## src/rtl/regfile_write_arbiter.sv

```systemverilog
// regfile_write_arbiter
//
// Arbitrates the register file's single write port between two writeback
// requesters (0 = ALU, 1 = load) over a valid/ready handshake. The winning
// address/data is registered and decoded into a one-hot write-enable vector,
// one bit per register, so no external decoder is needed. Register 0 is
// hardwired to zero: writes to it are accepted but never issued.
//
// Ports:
//   clk, reset            clock, synchronous active-high reset
//   stall                 blocks all grants while high
//   reqN_valid/addr/data  requester N write request (N = 0 ALU, 1 load)
//   reqN_ready            requester N granted this cycle (combinational)
//   wr_en/wr_addr/wr_data registered write issued this cycle
//   wr_en_vec             one-hot enable, bit i drives regWrite of register i
//
// Configuration macro:
//   REGARB_FIXED_PRIO_EN  defined: requester 1 always wins contention
//                         undefined (default): round-robin arbitration
module regfile_write_arbiter #(
    parameter int unsigned AW = 5,
    parameter int unsigned DW = 32
) (
    input  logic                 clk,
    input  logic                 reset,
    input  logic                 stall,
    input  logic                 req0_valid,
    input  logic [AW-1:0]        req0_addr,
    input  logic [DW-1:0]        req0_data,
    output logic                 req0_ready,
    input  logic                 req1_valid,
    input  logic [AW-1:0]        req1_addr,
    input  logic [DW-1:0]        req1_data,
    output logic                 req1_ready,
    output logic                 wr_en,
    output logic [AW-1:0]        wr_addr,
    output logic [DW-1:0]        wr_data,
    output logic [(2**AW)-1:0]   wr_en_vec
);

    logic          handshake;
    logic [AW-1:0] grant_addr;
    logic [DW-1:0] grant_data;

`ifndef REGARB_FIXED_PRIO_EN
    // Index of the most recent winner; the other requester wins the next tie.
    logic last_q;
`endif

    always_comb begin
        req0_ready = 1'b0;
        req1_ready = 1'b0;
        if (!reset && !stall) begin
`ifdef REGARB_FIXED_PRIO_EN
            req1_ready = req1_valid;
            req0_ready = req0_valid && !req1_valid;
`else
            req0_ready = req0_valid && (!req1_valid || last_q);
            req1_ready = req1_valid && (!req0_valid || !last_q);
`endif
        end
    end

    // Readies are mutually exclusive, so either one marks a handshake.
    assign handshake  = req0_ready || req1_ready;
    assign grant_addr = req1_ready ? req1_addr : req0_addr;
    assign grant_data = req1_ready ? req1_data : req0_data;

    always_ff @(posedge clk) begin
        if (reset) begin
            wr_en   <= 1'b0;
            wr_addr <= '0;
            wr_data <= '0;
`ifndef REGARB_FIXED_PRIO_EN
            last_q  <= 1'b1;
`endif
        end else begin
            // Address 0 is consumed without producing a write.
            wr_en <= handshake && (grant_addr != '0);
            if (handshake) begin
                wr_addr <= grant_addr;
                wr_data <= grant_data;
`ifndef REGARB_FIXED_PRIO_EN
                last_q  <= req1_ready;
`endif
            end
        end
    end

    always_comb begin
        wr_en_vec = '0;
        if (wr_en) begin
            wr_en_vec[wr_addr] = 1'b1;
        end
    end

endmodule

```

## config.mk

```make
export PLATFORM = sky130hd
export DESIGN_NAME = regfile_write_arbiter
export DESIGN_NICKNAME = d
export VERILOG_FILES = /design/src/rtl/regfile_write_arbiter.sv
export SDC_FILE = /design/constraint.sdc
export NUM_CORES = 1
export LEC_CHECK = 0
export CAP_MARGIN = 5
export CORE_MARGIN = 2
export CORE_UTILIZATION = 38
export CTS_CLUSTER_SIZE = 12
export DETAILED_ROUTE_END_ITERATION = 12
export PLACE_DENSITY = 0.88
export SETUP_SLACK_MARGIN = 0.1
export SLEW_MARGIN = 0
export SYNTH_ARGS = -nofsm -noshare
export SYNTH_HDL_FRONTEND = slang
export SYNTH_SLANG_ARGS = --single-unit
```

## constraint.sdc

```tcl
create_clock -name clk -period 3.05 [get_ports clk]
set_clock_uncertainty 0.1 [all_clocks]
set_input_delay 0.305 -clock clk [delete_from_list [all_inputs] [get_ports clk]]
set_output_delay 0.305 -clock clk [all_outputs]
set_load 0.01 [all_outputs]
```

==> flow_metrics.py, run 1 <==
metrics = {
    "routing": {
        "drt_first_pass_iters": 4,
        "drcViolationCount": 0,
        "routed.top_layer": "met4",
        "dr_total_vias": 2851,
        "routedLengthMet1_um": 3140,
        "wl_met3_um": 736,
        "routed_wl_um": 8090,
        "via_per_inst": 5.85,
        "wl_met2_um": 4060,
        "drt-wirelength-per-cell_um": 16.6,
        "drt_iter0_drc": 232,
        "antenna_left": 0,
    },
    "logic_synthesis": {
        "syn_inst": 287,
        "ys_seq_area_frac": 0.355,
        "synthTopCellsByArea": "dfxtp_1 35%, a311oi_1 15%, nand4_1 11%",
        "ys_ff_latch": 39,
        "ys_async_sr_fraction": 0,
        "synth_top_area_cell": "dfxtp_1",
        "synth_common_cells": "39 x dfxtp_1, 37 x a21oi_1, 37 x a311oi_1, 37 x nand4_1, 36 x nor2_1",
        "synth_top_cell_area_share": 0.355,
        "syn_area_um2": 2200,
        "synth_warnings": 0,
        "synthesis.nets": 366,
        "synth_edf_count": 0,
        "syn_avg_cell_area_um2": 7.66,
        "synth_cell_types": 28,
        "synth_top_flop_cell": "dfxtp_1",
        "synth_most_common_cell": "dfxtp_1",
    },
    "timing": {
        "clock.fmax_ghz": 0.419,
        "maxSlewViolCount": 0,
        "setup_viol": 0,
        "grt_setup_unrepaired": "no",
        "setup_tns_ns": 0,
        "worst_slew_pin_slew_ns": 0.836,
        "finalCritPeriodShare": 0.782,
        "whs_ns": 0.419,
        "relSlewSlack": 0.443,
        "fin_crit_ns": 2.38,
        "hold_viol_final": 0,
    },
    "floorplan": {
        "die_y_um": 80.1,
        "die_area_um2": 6410,
        "placement_rows": 27,
        "start_util": 0.397,
        "io_pins": 151,
        "die_width_um": 80.1,
        "core_um2": 5540,
    },
    "power_and_ir_drop": {
        "powerDensity_nw_per_um2": 338,
        "peakVddDrop_v": 0.000210,
        "leakage_nw": 1.17,
    },
    "cells_and_area": {
        "fillers": 486,
        "drive_gt1_frac": 0.0482,
        "fin_cells": 487,
        "nets": 493,
        "antenna_cells": 0,
        "syn2layout_area_growth_pct": 71.2,
        "fin_util": 0.680,
    },
    "grt": {
        "grt_pass1_wl_um": 12400,
        "grt_util_all_layers": 0.241,
        "antenna_found_initial": 0,
        "grt_overflow_total": 0,
        "grt_pass1_vias": 2618,
        "grt_max_degree": 75,
    },
    "place": {
        "dp_hpwl_um": 5690,
        "place_congestion": 0.780,
        "port_buffers": 150,
        "dp_cells": 479,
    },
    "clocking": {
        "clockBufferDepth": 2,
        "clk_latency_ns": 0.29,
        "ctsHoldBuffers": 0,
        "clkSlewWorstSetupHoldPaths_ns": 0.07,
        "root_buffer": "clkbuf_8",
        "post-cts-setup-buffer-count": 0,
        "cts_tree": "built",
        "cts_htree_levels": 2,
        "clock_sinks": 39,
        "cts_resized": 0,
        "cts_made_buffers": 5,
    },
    "flow_run": {
        "drv_cap": 0,
    },
    "critical_path": {
        "crit_arrival_ns": 1.98,
        "startpoint_type": "flop",
        "path_class": "reg -> out",
        "cp_max_fo": 8,
        "end_kind": "output port",
        "cp_data_required_time_ns": 2.64,
    },
    "outcome": {
        "run_status": "finished clean",
    },
    "worst_hold_path": {
        "min_path_type": "reg -> reg",
    },
}
through the flow:
step	setup WS (ns)	power, mW	cell area (um^2)
after floorplan	1.43	0.735	2200
after global placement	0.685	0.933	3680
after detailed placement	0.633	0.940	3680
after CTS	0.654	1.27	3770
after global routing	0.596	1.33	3770
final	0.666	1.27	3770
where the power goes:
group	total [mW]	switching, mW	leakage, nW	internal (mW)
Clock	0.342	0.186	0.0477	0.157
Combinational	0.362	0.164	0.798	0.198
Sequential	0.568	0.0251	0.321	0.543
Total	1.27	0.375	1.17	0.898
logic make-up (layout without fill, tap and decap cells):
kind of cell	after synthesis	count (layout)	share of synthesized area
compound gates	115	115	0.331
simple gates	93	93	0.229
buf+inv	40	168	0.0853
flops	39	39	0.355
flip-flops by register name, summed over array words and instances, names as in the netlist:
register	flops
last_q	1
wr_data	32
wr_addr	5
wr_en	1
layer usage:
layer | global-route usage | vias up
met3 | 0.0663 | 16
met2 | 0.436 | 137
met1 | 0.276 | 1329
met4 | 0.0678 | 0
li1 | - | 1369
met5 | 0 | -
layout make-up:
type / instances / area, um^2 / area share
inverters: 1 / 3.75 / 0.000997
repair buffers: 159 / 1570 / 0.417
clock buffers: 5 / 68.8 / 0.0183
flip-flops and latches: 39 / 781 / 0.207
clock inverters: 3 / 15.0 / 0.00399
well taps: 72 / 90.1 / 0.0239
multi-input cells: 208 / 1240 / 0.329
worst paths after layout:
path | startpoint | to | slack [ns] | depth (start not counted)
hold reg to reg | wr_data[29] | wr_data[29] | 0.42 | 2
hold / removal | wr_data[29] | wr_data[29] | 0.42 | 2
setup / recovery | wr_en | wr_en_vec[20] | 0.67 | 3
setup reg to reg | last_q | wr_en | 1.32 | 4
critical path, stage by stage, from the launching register on:
cell and delay (ns):
dfxtp_1 0.40, or3b_2 0.59, nor2_1 0.15, clkdlybuf4s50_1 0.54
layout by cell type, fill, tap and decap left out, drive strengths merged, types with 2 or more instances in the layout:
| cell | n |
|---|---|
| clkdlybuf4s50 | 150 |
| nand2 | 2 |
| dfxtp | 39 |
| nand3 | 2 |
| nor2 | 36 |
| nand3b | 5 |
| clkinv | 3 |
| nand4 | 37 |
| or3b | 3 |
| buf | 9 |
| a21oi | 37 |
| clkbuf | 5 |
| a311oi | 37 |
| or4 | 3 |
| o21ai | 38 |
(Power assumes the default switching activity.)
==> run 2: changes to the inputs <==
Settings changed: CORE_UTILIZATION 38 to 32, PLACE_DENSITY 0.88 to 0.79.
Clock period 3.05 ns to 2.1 ns, I/O delays scaled along.
==> run 2 against run 1 <==
Routed wire length increased by 4.6%. Non-clock buffer count grew 14. Largest power group unchanged. Critical path type unchanged. Via count is 2.2% higher.
==> flow_metrics.py, run 2 (synthesis results as in run 1) <==
metrics = {
    "timing": {
        "grt_setup_unrepaired": "no",
        "worst_slew_pin_slew_ns": 0.394,
        "setup_viol": 0,
        "fin_crit_ns": 1.94,
        "finalCritPeriodShare": 0.922,
        "hold_viol_final": 0,
        "setup_ws_ns": 0.163,
        "maxSlewViolCount": 0,
        "relSlewSlack": 0.738,
        "clock.fmax_ghz": 0.516,
        "setup_tns_ns": 0,
    },
    "cells_and_area": {
        "largest_reg_flops": 32,
        "top_register": "wr_data",
        "final_cell_mix": "125 x clkdlybuf4s50_1, 37 x nand4_1, 37 x a21oi_1, 37 x a311oi_1, 35 x nor2_1",
        "drive_gt1_frac": 0.100,
        "largestRegisters": "wr_data (32), wr_addr (5)",
        "nets": 507,
        "final_common_cell": "clkdlybuf4s50_1",
        "final-seq-area_um2": 796,
        "antenna_cells": 0,
        "fillers": 616,
        "syn2layout_area_growth_pct": 80.0,
        "multi_input_area_um2": 1260,
    },
    "critical_path": {
        "cp_data_required_time_ns": 1.79,
        "end_kind": "output port",
        "crit_arrival_ns": 1.63,
        "r2r-start": "last_q",
        "crit_start": "wr_addr[1]",
        "cp_max_fo": 8,
        "startpoint_type": "flop",
        "path_class": "reg -> out",
    },
    "grt": {
        "antenna_found_initial": 0,
        "grt_pass1_wl_um": 12800,
        "grt_overflow_total": 0,
        "grt_util_all_layers": 0.209,
        "grt_pass1_vias": 2677,
        "grt_max_degree": 39,
    },
    "flow_run": {
        "drv_cap": 0,
    },
    "clocking": {
        "root_buffer": "clkbuf_8",
        "cts_htree_levels": 2,
        "clockBufferDepth": 2,
        "clkSlewWorstSetupHoldPaths_ns": 0.08,
        "cts_made_buffers": 5,
        "clock_sinks": 39,
        "clk_latency_ns": 0.28,
        "cts_tree": "built",
    },
    "routing": {
        "drcViolationCount": 0,
        "drt_first_pass_iters": 4,
        "dr_total_vias": 2915,
        "antenna_left": 0,
        "drt_iter0_drc": 153,
        "drt-wirelength-per-cell_um": 16.6,
        "routed_wl_um": 8460,
        "via_per_inst": 5.73,
    },
    "floorplan": {
        "die_area_um2": 7550,
        "placement_rows": 30,
        "io_pins": 151,
        "start_util": 0.327,
        "die_y_um": 86.9,
        "die_width_um": 86.9,
        "core_um2": 6720,
    },
    "power_and_ir_drop": {
        "leakage_nw": 1.52,
        "finalPower_mw": 1.93,
        "peakVddDrop_v": 0.000249,
        "powerDensity_nw_per_um2": 488,
    },
    "place": {
        "port_buffers": 150,
        "place_congestion": 0.801,
        "dp_hpwl_um": 6030,
        "dp_slack_ns": 0.0222,
    },
    "outcome": {
        "run_status": "finished clean",
    },
    "worst_hold_path": {
        "hp-start": "req0_data[13]",
        "min_path_type": "in -> reg",
    },
}
## run 2: changes by cell type in the layout (fill, tap and decap cells not counted), sizes merged
cell,previous run,this run
clkinv,3,0
buf,9,23
dlymetal6s2s,0,11
clkbuf,5,8
clkdlybuf4s50,150,125
dlygate4sd2,0,14
## run 2: layout make-up
cell class,count,area share
clock buffer,8,0.0253
inverter,1,0.000948
multi-input combinational,208,0.319
sequential,39,0.201
tap,80,0.0253
timing repair buffer,173,0.428
## run 2: routing by layer
layer  routed length [um]  GRT usage
met1                 3440      0.248
met3                  670     0.0436
met4                   19     0.0426
met2                 4330      0.385
met5                    0          0
## run 2: through the flow
step / std cells / instance area [um^2] / utilization / hold WS, ns
floorplan: 287 / 2200 / - / 0.279
global placement: 497 / 3780 / 0.563 / 0.401
detailed placement: 497 / 3780 / 0.563 / 0.409
CTS: 509 / 3920 / 0.583 / 0.401
global route: 509 / 3960 / 0.589 / 0.413
finish: 509 / 3960 / 0.589 / 0.410
## run 2: critical path: stages, from the launching register on
cell	delay [ns]
dfxtp_2	0.36
nand3b_1	0.15
buf_4	0.17
nor2_1	0.12
clkdlybuf4s50_1	0.54
## run 2: where the power goes
| part | internal [mW] | leakage [nW] | total, mW | switching (mW) |
|---|---|---|---|---|
| Clock | 0.300 | 0.0515 | 0.554 | 0.254 |
| Sequential | 0.788 | 0.324 | 0.826 | 0.0386 |
| Combinational | 0.307 | 1.14 | 0.554 | 0.246 |
## run 2: timing repair
action | in CTS | in global routing
endpoints found under the setup margin | 34 | 21
pin swaps | 2 | 0
gates cloned | 0 | 0
gates resized for setup | 24 | 16
buffers inserted | 4 | 0
hold buffers | 0 | 0
## run 2: path summary, 6_finish.rpt
check / to / cells after the start / slack (ns)
worst max register to register: wr_en / 4 / 0.48
worst max-delay path: wr_en_vec[25] / 4 / 0.16
worst min register to register: wr_data[4] / 2 / 0.41
worst min-delay path: wr_data[13] / 3 / 0.41
==> run 3: changes to the inputs <==
Settings changed: SKIP_LAST_GASP set to 1.
==> run 3 against run 2 <==
Highest routed layer unchanged. Routed wire length fell by 0.13%. Total power is essentially flat. Hold slack about the same. Critical path type unchanged. Final cell count unchanged. Flip-flop and latch count stayed put.
==> flow_metrics.py, run 3 (synthesis results as in run 1) <==
metrics = {
    "critical_path": {
        "cp_data_required_time_ns": 1.79,
        "cp_cell_sequence": "or3b_4, nor2_1, clkdlybuf4s50_1",
        "path_class": "reg -> out",
        "cp_max_fo": 10,
        "cp_slowest_cell": "clkdlybuf4s50_1",
        "end_kind": "output port",
        "cpPeakStageDelay_ns": 0.54,
        "cpLargestDelayFamily": "buffers and inverters",
        "cp.buffers_inverters": 1,
        "crit_arrival_ns": 1.73,
        "startpoint_type": "flop",
    },
    "grt": {
        "grt_overflow_total": 0,
        "grt_pass1_wl_um": 12800,
        "antenna_found_initial": 0,
        "grt_util_all_layers": 0.209,
        "grt_pass1_vias": 2677,
        "grt_max_degree": 39,
    },
    "cells_and_area": {
        "syn2layout_area_growth_pct": 79.9,
        "final_common_cell": "clkdlybuf4s50_1",
        "largestRegisters": "wr_data (32), wr_addr (5)",
        "antenna_cells": 0,
        "drive_gt1_frac": 0.100,
        "fin_cells": 509,
        "design_area_um2": 3960,
        "top_register": "wr_data",
        "nets": 507,
        "fillers": 617,
        "largest_reg_flops": 32,
        "final_cell_mix": "126 x clkdlybuf4s50_1, 37 x nand4_1, 37 x a21oi_1, 37 x a311oi_1, 35 x nor2_1",
    },
    "timing": {
        "setup_ws_ns": 0.0575,
        "clock.fmax_ghz": 0.490,
        "fin_crit_ns": 2.04,
        "setup_viol": 0,
        "hold_viol_final": 0,
        "maxSlewViolCount": 0,
        "worst_slew_pin_slew_ns": 0.399,
        "setup_tns_ns": 0,
        "finalCritPeriodShare": 0.973,
        "relSlewSlack": 0.734,
        "grt_setup_unrepaired": "yes",
    },
    "place": {
        "dp_cells": 497,
        "port_buffers": 150,
        "dpl_cell_area_um2": 3780,
        "dp_slack_ns": 0.0222,
        "dp_hpwl_um": 6030,
        "place_congestion": 0.801,
    },
    "power_and_ir_drop": {
        "power_frac_seq": 0.428,
        "swShare": 0.278,
        "peakVddDrop_v": 0.000249,
        "leakage_nw": 1.50,
        "pwr-share-clk": 0.285,
        "finalPower_mw": 1.93,
        "p_int_mw": 1.40,
        "powerDensity_nw_per_um2": 488,
        "pwr-share-comb": 0.287,
        "p_sw_uw": 537,
    },
    "routing": {
        "drt_first_pass_iters": 4,
        "drt-wirelength-per-cell_um": 16.6,
        "via_per_inst": 5.71,
        "drt_iter0_drc": 153,
        "antenna_left": 0,
        "routed_wl_um": 8450,
        "dr_total_vias": 2906,
        "drcViolationCount": 0,
    },
    "clocking": {
        "clockBufferDepth": 2,
        "cts_tree": "built",
        "clk_latency_ns": 0.28,
        "cts_made_buffers": 5,
        "ctsHoldBuffers": 0,
        "root_buffer": "clkbuf_8",
        "clkSlewWorstSetupHoldPaths_ns": 0.07,
        "clock_sinks": 39,
        "cts_htree_levels": 2,
    },
    "flow_run": {
        "drv_cap": 0,
    },
    "floorplan": {
        "die_width_um": 86.9,
        "die_area_um2": 7550,
        "start_util": 0.327,
        "placement_rows": 30,
        "core_um2": 6720,
        "die_y_um": 86.9,
        "io_pins": 151,
    },
    "worst_hold_path": {
        "min_path_type": "in -> reg",
    },
    "outcome": {
        "run_status": "finished clean",
    },
}
[run 3: worst paths after layout]
kind,end,depth (start not counted),slack (ns),from
worst max-delay path,wr_en_vec[6],3,0.06,wr_addr[2]
worst max register to register,wr_en,4,0.47,last_q
worst min register to register,wr_data[4],2,0.41,wr_data[4]
worst min-delay path,wr_data[13],3,0.41,req0_data[13]
[run 3: power groups by stage]
stage	logic, mW	clock network (mW)	registers, mW
detailed placement	0.548	0	0.841
CTS	0.552	0.572	0.825
global placement	0.540	0	0.840
global route	0.593	0.605	0.833
finish	0.554	0.552	0.827
floorplan	0.214	0	0.853
[run 3: routing by layer]
metal | vias up | GRT usage | wire [um] | part of all wire
met2 | 136 | 0.385 | 4310 | 0.51
li1 | 1397 | - | - | -
met5 | - | 0 | 0 | 0
met1 | 1371 | 0.248 | 3450 | 0.41
met4 | 0 | 0.0426 | 19 | 0.0022
met3 | 2 | 0.0436 | 678 | 0.080
[run 3: cell type report]
class | count | area [um^2] | area share
Timing Repair Buffer | 173 | 1690 | 0.428
Multi-Input combinational cell | 208 | 1260 | 0.319
Sequential cell | 39 | 796 | 0.201
Clock buffer | 8 | 100 | 0.0253
Tap cell | 80 | 100 | 0.0253
Inverter | 1 | 3.75 | 0.000948
[run 3: tightest hold or removal path, stage by stage]
cell and delay (ns):
clkdlybuf4s50_1 0.39, o21ai_0 0.07, a311oi_1 0.08
[run 3: what timing repair did]
item,4_1_cts,5_1_grt
resized for setup,24,15
buffers inserted,4,0
setup endpoints to repair,34,21
pin swaps,2,0
[run 3: per-stage QoR]
step	hold slack [ns]	utilization
5_1_grt	0.413	0.589
3_5_place_dp	0.409	0.563
4_1_cts	0.401	0.583
6_report	0.410	0.589
3_3_place_gp	0.401	0.563
2_1_floorplan	0.279	-
